File: src/rtl/program_loader.sv
// UART boot loader: receives a little-endian word count and that many instruction
// words, writes them to instruction memory, answers ACK/NAK, then releases the core.
module program_loader #(
  parameter logic [31:0] ADDR_BASE = 32'd0,
  parameter logic [31:0] MAX_WORDS = 32'd4096,
  parameter logic [7:0]  ACK_BYTE  = 8'hAA,
  parameter logic [7:0]  NAK_BYTE  = 8'hEE
) (
  input  logic        clk,
  input  logic        rst,
  input  logic [7:0]  rx_data,
  input  logic        rx_valid,
  output logic        wr_en,
  output logic [31:0] wr_addr,
  output logic [31:0] wr_data,
  output logic [7:0]  tx_data,
  output logic        tx_valid,
  input  logic        tx_ready,
  output logic        core_start,
  output logic        load_err
);

  typedef enum logic [2:0] {S_LEN, S_DATA, S_ACK, S_DONE, S_ERR} state_e;

  state_e      state_q, state_d;
  logic [1:0]  byte_cnt_q, byte_cnt_d;
  logic [31:0] word_cnt_q, word_cnt_d;
  logic [31:0] n_q, n_d;
  logic [31:0] shift_q, shift_d;
  logic        wr_en_q, wr_en_d;
  logic [31:0] wr_addr_q, wr_addr_d;
  logic [31:0] wr_data_q, wr_data_d;
  logic        nak_sent_q, nak_sent_d;

  logic [31:0] assembled;
  logic        byte_taken;
  logic        last_byte;

  // Bytes shift in from the top so the first byte of a group ends up in bits 7:0.
  assign assembled  = {rx_data, shift_q[31:8]};
  assign byte_taken = rx_valid && (state_q == S_LEN || state_q == S_DATA);
  assign last_byte  = byte_taken && (byte_cnt_q == 2'd3);

  // NOTE: sequential state uses non-blocking assignments so every register samples
  // the pre-edge values of its neighbours, independent of statement order.
  always_ff @(posedge clk) begin
    if (rst) state_q <= S_LEN;
    else     state_q <= state_d;
  end

  // NOTE: every signal written in a combinational block gets a default first;
  // a path that leaves one unassigned would infer a latch.
  always_comb begin
    state_d = state_q;
    case (state_q)
      S_LEN: begin
        if (last_byte) begin
          if (assembled == 32'd0)            state_d = S_ACK;
          else if (assembled <= MAX_WORDS)   state_d = S_DATA;
          else                               state_d = S_ERR;
        end
      end
      S_DATA: begin
        if (last_byte && (word_cnt_q == n_q - 32'd1)) state_d = S_ACK;
      end
      S_ACK:   if (tx_ready) state_d = S_DONE;
      S_DONE:  state_d = S_DONE;
      S_ERR:   state_d = S_ERR;
      default: state_d = S_LEN;
    endcase
  end

  always_comb begin
    byte_cnt_d = byte_cnt_q;
    word_cnt_d = word_cnt_q;
    n_d        = n_q;
    shift_d    = shift_q;
    wr_en_d    = 1'b0;
    wr_addr_d  = wr_addr_q;
    wr_data_d  = wr_data_q;
    nak_sent_d = nak_sent_q;
    if (byte_taken) begin
      byte_cnt_d = byte_cnt_q + 2'd1;
      shift_d    = assembled;
    end
    if (last_byte) begin
      if (state_q == S_LEN) begin
        n_d = assembled;
      end else begin
        wr_en_d    = 1'b1;
        wr_addr_d  = ADDR_BASE + word_cnt_q;
        wr_data_d  = assembled;
        word_cnt_d = word_cnt_q + 32'd1;
      end
    end
    if (state_q == S_ERR && tx_ready) nak_sent_d = 1'b1;
  end

  always_ff @(posedge clk) begin
    if (rst) begin
      byte_cnt_q <= 2'd0;
      word_cnt_q <= 32'd0;
      n_q        <= 32'd0;
      shift_q    <= 32'd0;
      wr_en_q    <= 1'b0;
      wr_addr_q  <= 32'd0;
      wr_data_q  <= 32'd0;
      nak_sent_q <= 1'b0;
    end else begin
      byte_cnt_q <= byte_cnt_d;
      word_cnt_q <= word_cnt_d;
      n_q        <= n_d;
      shift_q    <= shift_d;
      wr_en_q    <= wr_en_d;
      wr_addr_q  <= wr_addr_d;
      wr_data_q  <= wr_data_d;
      nak_sent_q <= nak_sent_d;
    end
  end

  // Outputs are forced low while rst is asserted, even before the first reset edge.
  always_comb begin
    wr_en      = wr_en_q;
    wr_addr    = wr_addr_q;
    wr_data    = wr_data_q;
    tx_valid   = 1'b0;
    tx_data    = 8'd0;
    core_start = 1'b0;
    load_err   = 1'b0;
    case (state_q)
      S_ACK: begin
        tx_valid = 1'b1;
        tx_data  = ACK_BYTE;
      end
      S_DONE: core_start = 1'b1;
      S_ERR: begin
        load_err = 1'b1;
        if (!nak_sent_q) begin
          tx_valid = 1'b1;
          tx_data  = NAK_BYTE;
        end
      end
      default: ;
    endcase
    if (rst) begin
      wr_en      = 1'b0;
      wr_addr    = 32'd0;
      wr_data    = 32'd0;
      tx_valid   = 1'b0;
      tx_data    = 8'd0;
      core_start = 1'b0;
      load_err   = 1'b0;
    end
  end

endmodule

File: config.mk
export PLATFORM = sky130hd
export DESIGN_NAME = program_loader
export DESIGN_NICKNAME = d
export VERILOG_FILES = /design/src/rtl/program_loader.sv
export SDC_FILE = /design/constraint.sdc
export NUM_CORES = 1
export LEC_CHECK = 0
export CAP_MARGIN = 5
export CORE_ASPECT_RATIO = 1.1
export CORE_MARGIN = 2
export CORE_UTILIZATION = 56
export DETAILED_ROUTE_END_ITERATION = 10
export PLACE_DENSITY = 0.91
export REMOVE_ABC_BUFFERS = 1
export SETUP_SLACK_MARGIN = 0.15
export SYNTH_ARGS = -nofsm -noshare
export SYNTH_HDL_FRONTEND = slang
export SYNTH_SLANG_ARGS = --single-unit
File: constraint.sdc
create_clock -name clk -period 2.95 [get_ports clk]
set_input_delay 0.885 -clock clk [delete_from_list [all_inputs] [get_ports clk]]
set_output_delay 0.885 -clock clk [all_outputs]
set_load 0.05 [all_outputs]
# Yosys cells after proc, flatten, opt, wreduce, memory -nomap -nowiden
# Cells that the tools add are included.
[op_classes]
add_sub_neg = 3
mul = 0
n_div = 0
magnitude_cmp = 1
n_eq_ne = 9
shift = 0
muxes = 20
bitwise_logic = 2
n_reduce_logical = 11
[op_table]
columns = ["op", "count"]
rows = [
  ["$mux 32", 2],
  ["$add 32x1->32 const B", 1],
  ["$eq 32x32->1", 1],
  ["$le 32x13->1 const B", 1],
  ["$logic_not 32->1", 1],
  ["$sub 32x1->32 const B", 1],
  ["$mux 8", 2],
  ["$pmux 8 s2", 1],
  ["$mux 3", 5],
  ["$pmux 3 s5", 1],
  ["$mux 1", 8],
  ["$eq 3x2->1 const B", 2],
  ["$logic_and 1x1->1", 4],
  ["$ne 2x2->1 const B", 2],
  ["$reduce_and 2->1", 2],
  ["$eq 3x1->1 const B", 1],
  ["$eq 3x3->1 const B", 1],
  ["$logic_not 3->1", 1],
  ["$reduce_and 3->1", 1],
  ["$add 2x1->2 const B", 1],
  ["$eq 2x2->1 const B", 1],
  ["$ne 2x1->1 const B", 1],
  ["$not 1->1", 2],
  ["$pmux 1 s2", 1],
  ["2 further kinds", 2],
]
[totals]
register_bits = 167
latchBits = 0
ramBits = 0
romBits = 0
inputBits = 12
wordCells = 55
n_memories = 0

# Logic depth before layout (Yosys ltp)
# Gate-level depths: netlist of run 1.
[logic_depth]
depth_word = 7
mapped_depth = 10
mapped_depth_nobuf = 10

# Least setup slack after synthesis of run 1
# No wires, ideal clock.
[synth_path]
path_kind = "input port to output port"
start = "input rst"
end = "output tx_data[1]"
arrival_ns = 3.130
required_ns = 2.065
setup_slack_ns = -1.065
stages = 5
n_path_buf = 4
path_cell_list = "clkbuf_1 -> clkbuf_1 -> clkbuf_1 -> nor3_1 -> buf_4"
[synth_via]
elab_chain_cells = 1
[synth_lines]
columns = ["item", "line_no", "text"]
rows = [
  ["start, declared", "10", "input logic rst,"],
  ["$mux 8", "145", "if (rst) begin"],
  ["end, declared", "16", "output logic [7:0] tx_data,"],
]
# Every way passes these cells.

# Worst setup path in the final report of run 1
[layout_path]
start = "input rst"
end = "output tx_data[6]"
# The elaborated chain is that of the path after synthesis.

==> summary.txt, run 1 <==
Status
  • Status: completed

Clock tree
  • Hold-fix buffers, CTS: 0
  • Htree depth: 4
  • Clock Pin Slew Worst Setup and Hold Paths: 0.06 ns
  • Max clock buf depth: 2
  • Clock Sinks: 159
  • CTS Root Cell: clkbuf_16
  • CTS tree: built
  • Clk_lat worst skew: 0.43 ns
  • CTS Buf Count: 17

Placement
  • DP HPWL: 12.4 mm
  • Port bufs: 85
  • DP Worst Slack: -0.332 ns
  • Final GP Congestion: 0.887

Power
  • Seq pwr share: 48.5%
  • Gate power share: 3.9%
  • Design Power: 0.00451 W
  • Leak: 3.61 nW
  • Clock group share of total power: 47.6%
  • Pwr Density: 469 nW/µm²
  • Sw Share: 24.3%
  • Net Sw Power: 0.00110 W
  • P_int: 0.00341 W
  • Worst VDD drop: 0.000355 V

STA
  • Relative slew slack: 54.2%
  • Final Skew: 0.00723 ns
  • Finish-stage setup viols: 0
  • Slew Viols, Final: 0
  • RSZ-0062 raised after global routing: no
  • Hold Slack: 0.450 ns
  • Tmin final: 2.68 ns
  • Final worst setup slack: 0.267 ns
  • Final worst path period share: 90.9%
  • TNS Setup: 0 ns
  • Worst-Margin Slew: 0.687 ns
  • Fin. Hold Viols: 0
  • Max Clk Rate: 0.373 GHz

Worst setup path
  • R2r startpoint: n_q[0]
  • Internal reg-to-reg setup slack: 0.33 ns
  • Crit Path Class: in2out
  • Worst setup SP type: primary input
  • Critical path peak fanout: 10
  • CP Capture Type: output pin
  • Worst Path Required: 2.07 ns
  • R2R cell count: 11
  • Reg2reg end: state_q[1]
  • Data arrival time of the critical path: 1.80 ns

Final layout
  • Layout net count: 1,087
  • Fill cells: 915
  • Share of cells above drive strength 1: 15.4%
  • FF+latch area: 3180 µm²
  • # diodes: 0
  • Layout area overhead: 25.6%
  • Multi-input gate area: 4160 µm²

Detailed routing
  • Remaining DRCs: 0
  • Post-Route WL: 18.7 mm
  • Initial DRT Pass Iterations: 6
  • Antenna viol nets, final: 0
  • Routed len/inst: 14.7 µm
  • Via density: 5.64
  • Via count: 7,163
  • 1st-iter DRT viols: 520

Logic synthesis
  • Flops & latches, synth: 159
  • Sequential-to-total area share from yosys stat: 41.6%
  • Synth Instances: 1,011
  • Synth area leader: dfxtp_1
  • FFs w/ async S/R, synth: 0%
  • Synth Area per Inst: 7.57 µm²
  • Area contributors post-synth: dfxtp_1 42%, nand2_1 13%, a21oi_1 8.8%
  • Commonest cells post-synth: 266 x nand2_1, 159 x dfxtp_1, 134 x a21oi_1
  • Synth top area share: 41.6%
  • Ys flop type: dfxtp_1
  • Netlist cell types: 58
  • YS warnings: 0
  • Most frequent cell after synthesis: nand2_1
  • Mapped cell area: 7650 µm²
  • EDFF count, synth: 0

Flow run
  • Max cap viols: 0

Hold path
  • Hold path depth: 2
  • Hold wc startpoint: wr_addr_q[31]
  • Min-Delay Endpoint: wr_addr_q[31]
  • Worst min path class: reg2reg

Global route
  • Total gr overflow: 0
  • Initial antenna violation count: 0
  • Tot GR Track Use: 26.0%
  • Vias in the first global route: 6,587
  • First-pass GRT wire length: 31.1 mm
  • Pin count of the biggest net entering global routing: 97

Floorplanning
  • DIE AREA: 14,600 µm²
  • Die width: 115 µm
  • Core area: 13,300 µm²
  • Die H: 127 µm
  • I/O pins: 88
  • Starting density of the core: 57.7%
  • Row count: 44
## power groups by stage
stage	Clock [W]	Combinational, W	Sequential [W]
after global routing	0.00225	0.000193	0.00219
after floorplan	0	0.0000752	0.00222
after global placement	0	0.000171	0.00223
after CTS	0.00216	0.000177	0.00218
after detailed placement	0	0.000174	0.00223
final	0.00214	0.000178	0.00219
## placed cells by master, fill, tap and decap left out, types with 3 or more instances in the layout
cell type / netlist / layout
nor4_1: 16 / 15
buf_12: 0 / 40
nor4_2: 3 / 4
o21ai_0: 9 / 9
nand2b_1: 8 / 7
and3_1: 6 / 6
nand3b_1: 4 / 4
nor2_4: 1 / 3
mux2i_1: 6 / 6
nor2_1: 57 / 56
nand4_1: 14 / 14
ha_1: 3 / 3
a21oi_1: 134 / 134
buf_4: 8 / 67
nor4b_1: 3 / 3
clkinvlp_4: 0 / 3
clkdlybuf4s50_1: 0 / 9
or3_1: 5 / 5
inv_1: 12 / 12
nor3_1: 21 / 20
nand3_1: 20 / 20
nor2b_1: 70 / 69
inv_6: 0 / 6
a31oi_1: 7 / 7
clkbuf_16: 0 / 17
nand2_1: 266 / 265
xor2_1: 36 / 36
o22ai_1: 5 / 5
dfxtp_1: 159 / 159
and4_1: 5 / 5
xnor2_1: 29 / 29
## worst max-delay path by stage
stage	startpoint	slack, ns	end	cells after the start
floorplan	rst	-3.85	tx_data[1]	1
global placement	rx_valid	-0.26	word_cnt_q[27]	9
detailed placement	rx_valid	-0.33	word_cnt_q[26]	11
CTS	rst	0.15	tx_data[6]	5
global route	rst	0.16	tx_data[2]	5
finish	rst	0.27	tx_data[6]	5
## per-layer routing
| metal | global-route usage, % | up-vias | routed length (µm) |
|---|---|---|---|
| met2 | 43.5 | 263 | 9340 |
| li1 | - | 3474 | - |
| met1 | 33.6 | 3382 | 7810 |
| met5 | 0 | - | 0 |
| met4 | 9.00 | 0 | 399 |
| met3 | 4.54 | 44 | 1100 |
## what timing repair did
item,in CTS,in global routing
pin swaps,3,5
gates resized for setup,2,7
endpoints found under the hold margin,0,0
gates cloned,0,0
buffers inserted,0,3
endpoints found under the setup margin,6,13
## registers in the layout, summed over array words and instances (netlist names), 2 cells and up
signal,flops
state_q,3
wr_addr_q,32
n_q,32
byte_cnt_q,2
shift_q,24
wr_data_q,32
word_cnt_q,32
## per-stage QoR
| step | instances | util (%) | area, µm² |
|---|---|---|---|
| 4_1_cts | 1266 | 72.0 | 9550 |
| 3_3_place_gp | 1234 | 67.6 | 8970 |
| 6_report | 1269 | 72.4 | 9610 |
| 3_5_place_dp | 1234 | 67.6 | 8970 |
| 5_1_grt | 1269 | 72.4 | 9610 |
| 2_1_floorplan | 935 | - | 7330 |
## kinds of logic (layout without fill, tap and decap cells)
kind of cell / count (synthesis) / count (layout) / share of synthesized area (%)
and+or+nand+nor: 521 / 521 / 33.1
AOI/OAI and AO/OA: 166 / 166 / 11.6
DFF: 159 / 159 / 41.6
buffers and inverters: 89 / 162 / 4.84
xor gates and xnor gates: 65 / 65 / 7.44
muxes: 7 / 7 / 0.932
adders and majority gates: 3 / 3 / 0.491
other: 1 / 2 / 0.0490
## area by class of cell
| type | count | area share, % |
|---|---|---|
| clock buffer | 17 | 4.43 |
| clock inverter | 15 | 1.52 |
| inverter | 12 | 0.469 |
| multi-input combinational | 764 | 43.3 |
| sequential | 159 | 33.1 |
| tap | 184 | 2.40 |
| timing repair buffer | 118 | 14.7 |
## worst max-delay path: stages
cell	delay (ns)
buf_6	0.12
nor3_1	0.18
and2_1	0.17
nor2b_2	0.26
buf_12	0.17
Note: power is estimated with default switching activity, not from simulation.
==> run 2, diff against run 1 <==
--- a/config.mk
+++ b/config.mk
@@ -8,11 +8,12 @@
 export CAP_MARGIN = 5
 export CORE_ASPECT_RATIO = 1.1
 export CORE_MARGIN = 2
-export CORE_UTILIZATION = 56
+export CORE_UTILIZATION = 60
 export DETAILED_ROUTE_END_ITERATION = 10
-export PLACE_DENSITY = 0.91
+export DONT_BUFFER_PORTS = 1
+export PLACE_DENSITY = 0.87
 export REMOVE_ABC_BUFFERS = 1
-export SETUP_SLACK_MARGIN = 0.15
+export SETUP_SLACK_MARGIN = 0.02
 export SYNTH_ARGS = -nofsm -noshare
 export SYNTH_HDL_FRONTEND = slang
 export SYNTH_SLANG_ARGS = --single-unit
==> summary.txt, run 2 (synthesized netlist as in run 1, its figures left out) <==
Detailed routing
  • 1st-iter DRT viols: 457 (-12%)
  • Remaining DRCs: 0 (unchanged)
  • Via count: 6,826 (-4.7%)
  • Routed len/inst: 14.2 µm (-3.2%)
  • Antenna viol nets, final: 0 (unchanged)
  • Initial DRT Pass Iterations: 5 (-1)
  • Post-Route WL: 17.2 mm (-7.7%)
  • Via density: 5.64 (about the same)

Worst setup path
  • Crit Path Class: in2out
  • Internal reg-to-reg setup slack: 0.34 ns (about the same)
  • Worst setup SP type: primary input
  • WP buf/inv: 1 (-1)
  • Data arrival time of the critical path: 2.16 ns (+0.36 ns)
  • Worst Path Required: 2.07 ns (about the same)
  • Critical path peak fanout: 224 (+214)
  • Largest stage delay on the critical path: 0.44 ns (+0.18 ns)
  • R2r startpoint: byte_cnt_q[0]
  • Delay-heaviest family, CP: simple AND/OR/NAND/NOR gates
  • CP Capture Type: output pin
  • Crit. Startpoint: rst
  • Crit path cell chain: nor3_1 > and2_1 > nor2b_2 > buf_12
  • Slowest CP cell: nor3_1

Final layout
  • # diodes: 0 (unchanged)
  • Layout net count: 1,055 (-2.9%)
  • Layout area overhead: 15.2%
  • Most frequent cells in the layout: 266 x nand2_1, 159 x dfxtp_1, 134 x a21oi_1, 83 x buf_4, 69 x nor2b_1
  • Fin util: 70.3% (-2.1 points)
  • Share of cells above drive strength 1: 13.4% (-2.0 points)
  • Most common cell after layout, fill and taps aside: nand2_1

Power
  • Worst VDD drop: 0.000314 V (-11%)
  • Leak: 3.35 nW (-7.3%)
  • Pwr Density: 505 nW/µm² (+7.8%)

Clock tree
  • Clk_lat worst skew: 0.42 ns (about the same)
  • Clock Pin Slew Worst Setup and Hold Paths: 0.06 ns (about the same)
  • CTS-repair resized insts: 0 (-2)
  • Setup bufs post-CTS: 0 (unchanged)
  • Htree depth: 4 (unchanged)
  • CTS Root Cell: clkbuf_16
  • Hold-fix buffers, CTS: 0 (unchanged)
  • CTS Buf Count: 17 (unchanged)
  • Max clock buf depth: 2 (unchanged)
  • Clock Sinks: 159 (unchanged)
  • CTS tree: built

Hold path
  • Hold wc startpoint: wr_addr_q[29]
  • Worst min path class: reg2reg

STA
  • Fin. Hold Viols: 0 (unchanged)
  • Tmin final: 3.05 ns (+0.363 ns)
  • Slew Viols, Final: 0 (unchanged)
  • Max Clk Rate: 0.328 GHz (-12%)
  • Final worst setup slack: -0.0958 ns (-0.363 ns)
  • TNS Setup: -0.192 ns (-0.192 ns)
  • Relative slew slack: 53.4% (-0.79 points)
  • Worst-Margin Slew: 0.699 ns (+0.0118 ns)
  • Final worst path period share: 103% (+12 points)
  • RSZ-0062 raised after global routing: no
  • Hold Slack: 0.449 ns (-0.00123 ns)
  • Finish-stage setup viols: 2 (+2)
  • Final Skew: 0.00773 ns (+0.000500 ns)

Status
  • Status: complete, but fails checks
  • Violated checks: negative setup slack

Global route
  • Total gr overflow: 0 (unchanged)
  • Initial antenna violation count: 0 (unchanged)
  • Vias in the first global route: 6,180 (-6.2%)
  • Tot GR Track Use: 25.2% (-0.77 points)
  • Pin count of the biggest net entering global routing: 225 (+130%)
  • First-pass GRT wire length: 28.7 mm (-7.7%)

Floorplanning
  • Die width: 112 µm (-3.3%)
  • Starting density of the core: 61.0% (+3.4 points)
  • Die H: 122 µm (-3.3%)
  • DIE AREA: 13,700 µm² (-6.4%)
  • Row count: 43 (-2.3%)
  • I/O pins: 88 (unchanged)
  • Core area: 12,500 µm² (-5.5%)

Placement
  • Port bufs: 0 (-100%)
  • DP HPWL: 11.3 mm (-8.8%)
  • Final GP Congestion: 0.896 (+0.99%)

Flow run
  • Max cap viols: 0 (unchanged)
-- run 2: worst register-to-register path: stages (launching register included) --
cell      delay (ns)
dfxtp_1         0.35
ha_1            0.27
nand4b_2        0.22
or4_4           0.59
nor4_4          0.31
nand4_2         0.20
nor2_2          0.22
nand4_1         0.13
xor2_1          0.15
nor2_1          0.05
-- run 2: cell type report --
cell class | count | area, µm²
multi-input cells | 764 | 4130
fillers | 1032 | 3720
flip-flops and latches | 159 | 3180
repair buffers | 86 | 674
clock buffers | 20 | 457
well taps | 157 | 196
clock inverters | 12 | 133
inverters | 12 | 45.0
-- run 2: report_power, final --
group          switching (W)  internal, W  leakage (nW)
combinational      0.0000596    0.0000371          1.77
clock               0.000874      0.00130         0.295
sequential         0.0000241      0.00216          1.28
total               0.000958      0.00350          3.35
-- run 2: stage by stage --
stage	setup WS, ns	total power, W	area, µm²	instances
floorplan	-3.85	0.00230	7330	935
global placement	0.144	0.00232	8200	1174
detailed placement	0.109	0.00233	8200	1174
CTS	0.212	0.00447	8790	1206
global route	0.112	0.00459	8820	1210
finish	-0.0958	0.00446	8820	1210
-- run 2: final timing paths --
check,endpoint,cells after the start
worst max-delay path,tx_data[6],4
worst min-delay path,wr_addr_q[29],2
worst max register to register,word_cnt_q[27],9
worst min register to register,wr_addr_q[29],2
-- run 2: routing by layer --
metal	routed length [µm]	global-route usage (%)	up-vias
li1	-	-	3414
met1	7750	33.0	3179
met2	8390	41.6	200
met3	791	4.69	33
met4	295	9.57	0
met5	0	0	-
